`config.mk`:
```
export PLATFORM = sky130hd
export DESIGN_NAME = if_fetch
export DESIGN_NICKNAME = d
export VERILOG_FILES = /design/src/rtl/if_fetch.sv
export SDC_FILE = /design/constraint.sdc
export NUM_CORES = 1
export LEC_CHECK = 0
export BUFFER_PORTS_ARGS = -buffer_cell sky130_fd_sc_hd__buf_2
export CORE_MARGIN = 3
export CORE_UTILIZATION = 51
export CTS_BUF_LIST = sky130_fd_sc_hd__clkbuf_8
export CTS_CLUSTER_DIAMETER = 80
export CTS_CLUSTER_SIZE = 28
export DETAILED_ROUTE_END_ITERATION = 10
export HOLD_SLACK_MARGIN = 0.03
export MAX_ROUTING_LAYER = met4
export PLACE_DENSITY = 0.8
export SETUP_SLACK_MARGIN = 0.5
export SYNTH_ARGS = -nofsm -noshare
export SYNTH_HDL_FRONTEND = slang
export SYNTH_SLANG_ARGS = --single-unit
```
`constraint.sdc`:
```
create_clock -name clk -period 3.79 [get_ports clk]
set_input_delay 0.1895 -clock clk [delete_from_list [all_inputs] [get_ports clk]]
set_output_delay 0.1895 -clock clk [all_outputs]
set_load 0.1 [all_outputs]
```
`src/rtl/if_fetch.sv`:
```
// Instruction-fetch stage: issues word fetches over a req/gnt/rvalid handshake and
// buffers returned instructions in a small FIFO that presents (pc, inst, valid) to IF/ID.
module if_fetch #(
    parameter logic [31:0] RESET_PC   = 32'h0000_0000,
    parameter int unsigned FIFO_DEPTH = 2
) (
    input  logic        clk,
    input  logic        rst,
    input  logic        stall_i,
    input  logic        branch_flag_i,
    input  logic [31:0] branch_target_i,
    output logic        imem_req_o,
    output logic [31:0] imem_addr_o,
    input  logic        imem_gnt_i,
    input  logic        imem_rvalid_i,
    input  logic [31:0] imem_rdata_i,
    output logic [31:0] if_pc,
    output logic [31:0] if_inst,
    output logic        if_valid
);

    localparam int unsigned PtrW = (FIFO_DEPTH > 1) ? $clog2(FIFO_DEPTH) : 1;
    localparam int unsigned CntW = $clog2(FIFO_DEPTH + 1);
    localparam logic [CntW-1:0] DepthCnt = CntW'(FIFO_DEPTH);

    typedef enum logic {
        StReq,
        StWait
    } state_e;

    state_e          state_q, state_d;
    logic [31:0]     pc_q, pc_d;
    logic [31:0]     req_pc_q, req_pc_d;
    logic            kill_q, kill_d;
    logic [31:0]     fifo_pc_q   [FIFO_DEPTH];
    logic [31:0]     fifo_pc_d   [FIFO_DEPTH];
    logic [31:0]     fifo_inst_q [FIFO_DEPTH];
    logic [31:0]     fifo_inst_d [FIFO_DEPTH];
    logic [PtrW-1:0] rd_ptr_q, rd_ptr_d;
    logic [PtrW-1:0] wr_ptr_q, wr_ptr_d;
    logic [CntW-1:0] count_q, count_d;

    logic            fetch_go;
    logic            push;
    logic            pop;
    logic            unused_target_lsbs;

    assign unused_target_lsbs = ^branch_target_i[1:0];

    // ------------------------------------------------------------------
    // FSM: state register
    // ------------------------------------------------------------------
    always_ff @(posedge clk) begin
        if (rst) begin
            state_q <= StReq;
        end else begin
            state_q <= state_d;
        end
    end

    // ------------------------------------------------------------------
    // FSM: next state
    // ------------------------------------------------------------------
    always_comb begin
        state_d = state_q;
        unique case (state_q)
            StReq: begin
                if (fetch_go) begin
                    state_d = StWait;
                end
            end
            StWait: begin
                // Any response ends the wait, whether it is kept, killed or flushed.
                if (imem_rvalid_i) begin
                    state_d = StReq;
                end
            end
        endcase
    end

    // ------------------------------------------------------------------
    // FSM: outputs
    // ------------------------------------------------------------------
    always_comb begin
        imem_req_o  = 1'b0;
        imem_addr_o = pc_q;
        unique case (state_q)
            StReq: begin
                // Nothing can be in flight in StReq, so free space is just DEPTH - count.
                imem_req_o = !rst && !branch_flag_i && (count_q < DepthCnt);
            end
            StWait: begin
                imem_req_o = 1'b0;
            end
        endcase
    end

    assign fetch_go = imem_req_o && imem_gnt_i;
    assign push     = (state_q == StWait) && imem_rvalid_i && !kill_q && !branch_flag_i;
    assign pop      = if_valid && !stall_i && !branch_flag_i;

    // ------------------------------------------------------------------
    // PC, request PC and kill flag
    // ------------------------------------------------------------------
    always_comb begin
        pc_d     = pc_q;
        req_pc_d = req_pc_q;
        kill_d   = kill_q;
        if (branch_flag_i) begin
            pc_d = {branch_target_i[31:2], 2'b00};
            if (state_q == StWait) begin
                kill_d = !imem_rvalid_i;
            end
        end else begin
            if (fetch_go) begin
                pc_d     = pc_q + 32'd4;
                req_pc_d = pc_q;
            end
            if ((state_q == StWait) && imem_rvalid_i) begin
                kill_d = 1'b0;
            end
        end
    end

    always_ff @(posedge clk) begin
        if (rst) begin
            pc_q     <= RESET_PC;
            req_pc_q <= RESET_PC;
            kill_q   <= 1'b0;
        end else begin
            pc_q     <= pc_d;
            req_pc_q <= req_pc_d;
            kill_q   <= kill_d;
        end
    end

    // ------------------------------------------------------------------
    // Output FIFO
    // ------------------------------------------------------------------
    always_comb begin
        fifo_pc_d   = fifo_pc_q;
        fifo_inst_d = fifo_inst_q;
        rd_ptr_d    = rd_ptr_q;
        wr_ptr_d    = wr_ptr_q;
        count_d     = count_q;
        if (branch_flag_i) begin
            rd_ptr_d = '0;
            wr_ptr_d = '0;
            count_d  = '0;
        end else begin
            if (push) begin
                fifo_pc_d[wr_ptr_q]   = req_pc_q;
                fifo_inst_d[wr_ptr_q] = imem_rdata_i;
                wr_ptr_d              = wr_ptr_q + PtrW'(1);
            end
            if (pop) begin
                rd_ptr_d = rd_ptr_q + PtrW'(1);
            end
            case ({push, pop})
                2'b10:   count_d = count_q + CntW'(1);
                2'b01:   count_d = count_q - CntW'(1);
                default: count_d = count_q;
            endcase
        end
    end

    always_ff @(posedge clk) begin
        if (rst) begin
            rd_ptr_q <= '0;
            wr_ptr_q <= '0;
            count_q  <= '0;
        end else begin
            rd_ptr_q <= rd_ptr_d;
            wr_ptr_q <= wr_ptr_d;
            count_q  <= count_d;
        end
    end

    // Storage needs no reset: the outputs are gated by count.
    always_ff @(posedge clk) begin
        fifo_pc_q   <= fifo_pc_d;
        fifo_inst_q <= fifo_inst_d;
    end

    // ------------------------------------------------------------------
    // IF/ID outputs
    // ------------------------------------------------------------------
    always_comb begin
        if_valid = (count_q != '0);
        if_pc    = 32'h0;
        if_inst  = 32'h0;
        if (if_valid) begin
            if_pc   = fifo_pc_q[rd_ptr_q];
            if_inst = fifo_inst_q[rd_ptr_q];
        end
    end

endmodule

```
After elaboration in Yosys (flattened, before gate mapping):

Index checks and enable logic that the tools add are counted.

* register bits after elaboration: 198
* input port bits: 70
* output and inout bits: 98

* add/sub/neg operators: 5
* $lt $le $gt $ge: 4
* equality and inequality tests: 3
* muxes and demuxes: 22
* bitwise gates (word level): 4
* reduce and logical (&&, ||, !) cells: 22

Operators with widths (number)
* $mux W32: 11
* $bwmux W64: 2
* $add A32 B3 Y32 const B: 1
* $demux W32 S1: 1
* $logic_and A1 B1 Y1: 9
* $reduce_bool A2 Y1: 4
* $reduce_and A2 Y1: 3
* $logic_not A1 Y1: 5
* $mux W1: 5
* $ge A2 B2 Y1 const B: 2
* $not A1 Y2: 2
* $pmux W1 S2: 2
* $pmux W2 S2: 1
* $add A1 B1 Y1 const B: 2
* $add A2 B1 Y2 const B: 1
* $eq A2 B1 Y1 const B: 1
* $eq A2 B2 Y1 const B: 1
* $lt A2 B1 Y1 const B: 1
* $lt A2 B2 Y1 const B: 1
* $ne A2 B1 Y1 const B: 1
* $not A1 Y1: 2
* $reduce_or A2 Y1: 1
* $sub A2 B1 Y2 const B: 1

Longest topological paths before layout:

* depth in word-level cells: 7
* depth in mapped cells: 8
* gate-level depth less buffers: 7

Least setup slack after synthesis:

No wires, ideal clock.

* path kind: input -> register
* start: input port branch_flag_i
* end: register fifo_inst_q[32] (netlist bit), enable pin
* library setup time: 0.482 ns
* arrival time: 3.532 ns
* required time: 3.308 ns
* path slack: -0.224 ns
* stages on the path: 5
* cells stage by stage: buf_2 > clkbuf_1 > nor3_1 > inv_1 > nor2_1

* word-level cells in the longest chain between the ends: 3
* elaborated cells between the ends (all ways): 4
* those cells by class: bitwise (1); reduce/logical (3)

RTL lines
* start, declared: RTL line 10 `input logic branch_flag_i,`
* $logic_not A1 Y1: RTL line 99 `assign push = (state_q == StWait) && imem_rvalid_i && !kill_q && !branch_flag_i;`
* $logic_and A1 B1 Y1: RTL line 99
* $reduce_and A2 Y1 (no source line) (*)
* end signal, assigned: RTL line 182 `fifo_inst_q <= fifo_inst_d;`
* end, declared: RTL line 37 `logic [31:0] fifo_inst_q [FIFO_DEPTH];`

Every way passes the cells marked *; elsewhere a longest branch is shown, timed or not.
A chain may end at the register's enable or synchronous reset.

Final worst setup path:

* start: register rd_ptr_q
* end: output port if_inst[6]

* word-level cells in the longest chain between the ends: 5

RTL lines
* start, declared: RTL line 39 `logic [PtrW-1:0] rd_ptr_q, rd_ptr_d;`
* start signal, assigned: RTL line 173 `rd_ptr_q <= rd_ptr_d;`
* $not A1 Y2 (not written as such): RTL line 194 `if_inst = fifo_inst_q[rd_ptr_q];`
* $mux W32 (not written as such) (3 in a row): RTL line 194
* $mux W32: RTL line 192 `if (if_valid) begin`
* end, declared: RTL line 18 `output logic [31:0] if_inst,`

Every way passes these cells. The select of a mux whose other input is x is not followed.

==> summary.md <==
| Metric | Value |
|---|---|
| Adder-cell area share of the yosys netlist | `less than 1%` |
| Vias in the first global route | `around 5,500` |
| WL met2 | `around 8.6 mm` |
| Drt drc | `0` |
| Clock Skew | `approximately 11 ps` |
| Nets | `955` |
| Mux cell area share after synthesis | `about 7.8%` |
| DRT iter0 DRCs | `approximately 350` |
| CP startpoint | `rd_ptr_q` |
| Register area | `5050 sq um` |
| Synthesis warning total | `0` |
| # IOs | `~170` |
| Kind of critical path | `reg2out` |
| Die width | `~130 um` |
| Overall Global Routing Usage | `around a fifth` |
| Post-synth EDFFs | `124` |
| Clock root buffer | `clkbuf_8` |
| Xor and xnor area share after synthesis | `1.21%` |
| Sequential area share after synthesis | `about 64%` |
| DR pass1 iterations | `7` |
| Port Buffers | `about 160` |
| Slew @ Worst Pin | `~1100 ps` |
| Hold slack | `approximately 71 ps` |
| Final Hold Violating Endpoints | `0` |
| Post-synthesis simple-gate area fraction | `15.2%` |
| Final GP Congestion | `just under 0.9` |
| Slew Limit Fails | `0` |
| Met3 Wirelength | `992 um` |
| Post-Route WL | `about 18 mm` |
| Synth Area in Compound Gates | `under 10%` |
| Worst Path Buf+Inv | `2` |
| CTS H-tree lvls | `4` |
| Status | `finished, final reports clean` |
| PD cells | `405 nW/um^2` |
| Routed Antenna Nets | `0` |
| Average size of a mapped cell | `about 12 sq um` |
| Worst r2r src | `imem_addr_o[3]` |
| Synthesized flop and latch total | `190` |
| Die ar. | `approximately 17,000 sq um` |
| Syn Inst Count | `680` |
| Async SR Flop Fraction | `0%` |
| CTS max path bufs | `2` |
| Mapped cell area | `roughly 7900 sq um` |
| Ys flop type | `edfxtp_1` |
| Largest area contributor in the netlist | `edfxtp_1` |
| Hold_sp | `branch_target_i[29]` |
| Critical path launch point type | `flip-flop` |
| Achievable frequency | `a little under 0.4 GHz` |
| Area grow syn2layout | `23.7%` |
| Area of the multi-input gates | `2620 sq um` |
| Leakage | `roughly 3.6 nW` |
| Unrepaired setup endpoints after global routing | `false` |
| Slowest CP cell | `dfxtp_4` |
| Routed vias | `5,863` |
| Largest net degree at the start of global routing | `between 60 and 70` |
| First-pass GRT wire length | `27.5 mm` |
| VDD IR max | `about 0.22 mV` |
| Clock Latency Late Sink | `between 400 and 500 ps` |
| Worst hold path class | `in2reg` |
| Data arrival time of the critical path | `approximately 2400 ps` |
| CTS buffer count | `17` |
| Crit path capture type | `output pin` |
| CTS tree | `done` |
| Initial antenna violation count | `0` |
| Core area | `~15,000 sq um` |
| Slew HR | `around 28%` |
| Post-DP HPWL | `around 11 mm` |
| Wire per inst | `16.3 um` |
| CP max FO | `between 60 and 70` |
| Initial Utilization | `53.4%` |
| Die Ht | `131 um` |
| Synth area leaders | `edfxtp_1 47%, dfxtp_1 17%, mux2i_1 7.8%` |
| Placement Rows | `44` |
| Worst path top cell family by delay | `flip-flops` |
| Vias/cell | `about 5.4` |
| Setup_tns | `0 ps` |
| DR top layer | `met4` |
| Layout cell share with drive strength beyond 1 | `between 20% and 30%` |
| Clock sinks | `190` |
| Fillers | `1,117` |
| Wl on met1 | `7.77 mm` |
| Critical path data required time | `3600 ps` |
| Clock-pin slew on the worst setup and hold paths | `100 ps` |
| Crit path cell chain | `buf_4, mux2i_1, nor2_1, buf_2` |
| Count of different cell masters after synthesis | `55` |
| Max incr delay on CP | `1090 ps` |
| Tcrit/Tclk final | `approximately two thirds` |
| Postcts setup bufs | `0` |
| Maxcap violations | `0` |
| Share of the synthesized area in the top cell type | `between 40% and 50%` |
| ANT cells | `0` |
| Final setup fails | `0` |
| Final Critical Period | `2590 ps` |
| Congestion Overflow GR | `0` |
| Largest family of logic cells by synthesized area | `simple AND/OR/NAND/NOR gates` |
## state kept, by name, summed over array words and instances, names as in the netlist
register and flops:
count_q 2, fifo_inst_q 64, fifo_pc_q 60, imem_addr_o 30, kill_q 1, rd_ptr_q 1, req_pc_q 30, state_q 1
wr_ptr_q 1
## cell usage after synthesis, types with 8 or more instances
library cell and count:
a21oi_1 42, or4_1 8, dfxtp_1 66, nand2_1 82, buf_1 8, nand3_1 11, clkbuf_1 24, nor3_1 10
mux2i_1 62, inv_1 11, nor2_1 86, o21ai_0 9, a211oi_1 10, or3_1 8, edfxtp_1 124, nand4_1 12
and3_1 11, o211ai_1 9
## per-stage QoR
| stage | power [W] | util [%] | setup WS [ps] | instance area, sq um | cells |
|---|---|---|---|---|---|
| after global placement | 0.00268 | 59.5 | 1420 | 8850 | 990 |
| after floorplan | 0.00260 | - | 790 | 7950 | 683 |
| after detailed placement | 0.00269 | 59.5 | 1410 | 8850 | 990 |
| after CTS | 0.00400 | 66.0 | 1150 | 9810 | 1080 |
| after global routing | 0.00412 | 66.0 | 1030 | 9810 | 1080 |
| final | 0.00397 | 66.0 | 1200 | 9810 | 1080 |
## path summary, 6_finish.rpt
path | to | slack [ps] | depth (start not counted)
max | if_inst[6] | 1200 | 4
max reg2reg | imem_addr_o[26] | 1360 | 5
min reg2reg | fifo_pc_q[42] | 460 | 0
min | imem_addr_o[29] | 70 | 3
## cells by family after synthesis
group | count (synthesis)
and+or+nand+nor | 254
other | 1
buffers and inverters | 62
xor gates and xnor gates | 11
DFF | 190
muxes | 62
adders and majority gates | 2
AOI/OAI and AO/OA | 98
## metal layers
layer / track usage, % / vias to the layer above
li1: - / 2886
met1: 27.9 / 2737
met2: 34.3 / 223
met3: 3.98 / 17
met4: 6.59 / 0
met5: - / -
## timing repair
| action | 4_1_cts | 5_1_grt |
|---|---|---|
| hold buffers | 58 | 0 |
| endpoints found under the setup margin | 0 | 0 |
| hold endpoints to repair | 91 | 0 |
| resized for setup | 0 | 0 |
## final cells by class
type,instances,share of cell area (%)
sequential,190,51.4
multi-input combinational,431,26.7
timing repair buffer,231,15.2
clock buffer,17,2.38
tap,184,2.35
clock inverter,15,1.53
inverter,12,0.459
## power breakdown
part | internal [W] | total [W] | switching (W)
logic | 0.000122 | 0.000424 | 0.000302
clock network | 0.000544 | 0.00128 | 0.000732
registers | 0.00222 | 0.00227 | 0.0000468
## cells in the final DEF, fill, tap and decap left out, types with 10 or more instances in the layout
| master | netlist | final |
|---|---|---|
| a211oi_1 | 10 | 10 |
| a21oi_1 | 42 | 42 |
| and3_1 | 11 | 11 |
| buf_2 | 7 | 161 |
| buf_4 | 4 | 11 |
| clkbuf_8 | 0 | 17 |
| dfxtp_1 | 66 | 65 |
| dlygate4sd3_1 | 1 | 58 |
| edfxtp_1 | 124 | 124 |
| inv_1 | 11 | 11 |
| mux2i_1 | 62 | 62 |
| nand2_1 | 82 | 82 |
| nand3_1 | 11 | 11 |
| nand4_1 | 12 | 12 |
| nor2_1 | 86 | 83 |
| nor3_1 | 10 | 10 |
## tightest hold or removal path: stages
cell and delay [ps]:
buf_2 80, a21oi_1 60, o211ai_1 160
Power figures use the tool's default switching activity.
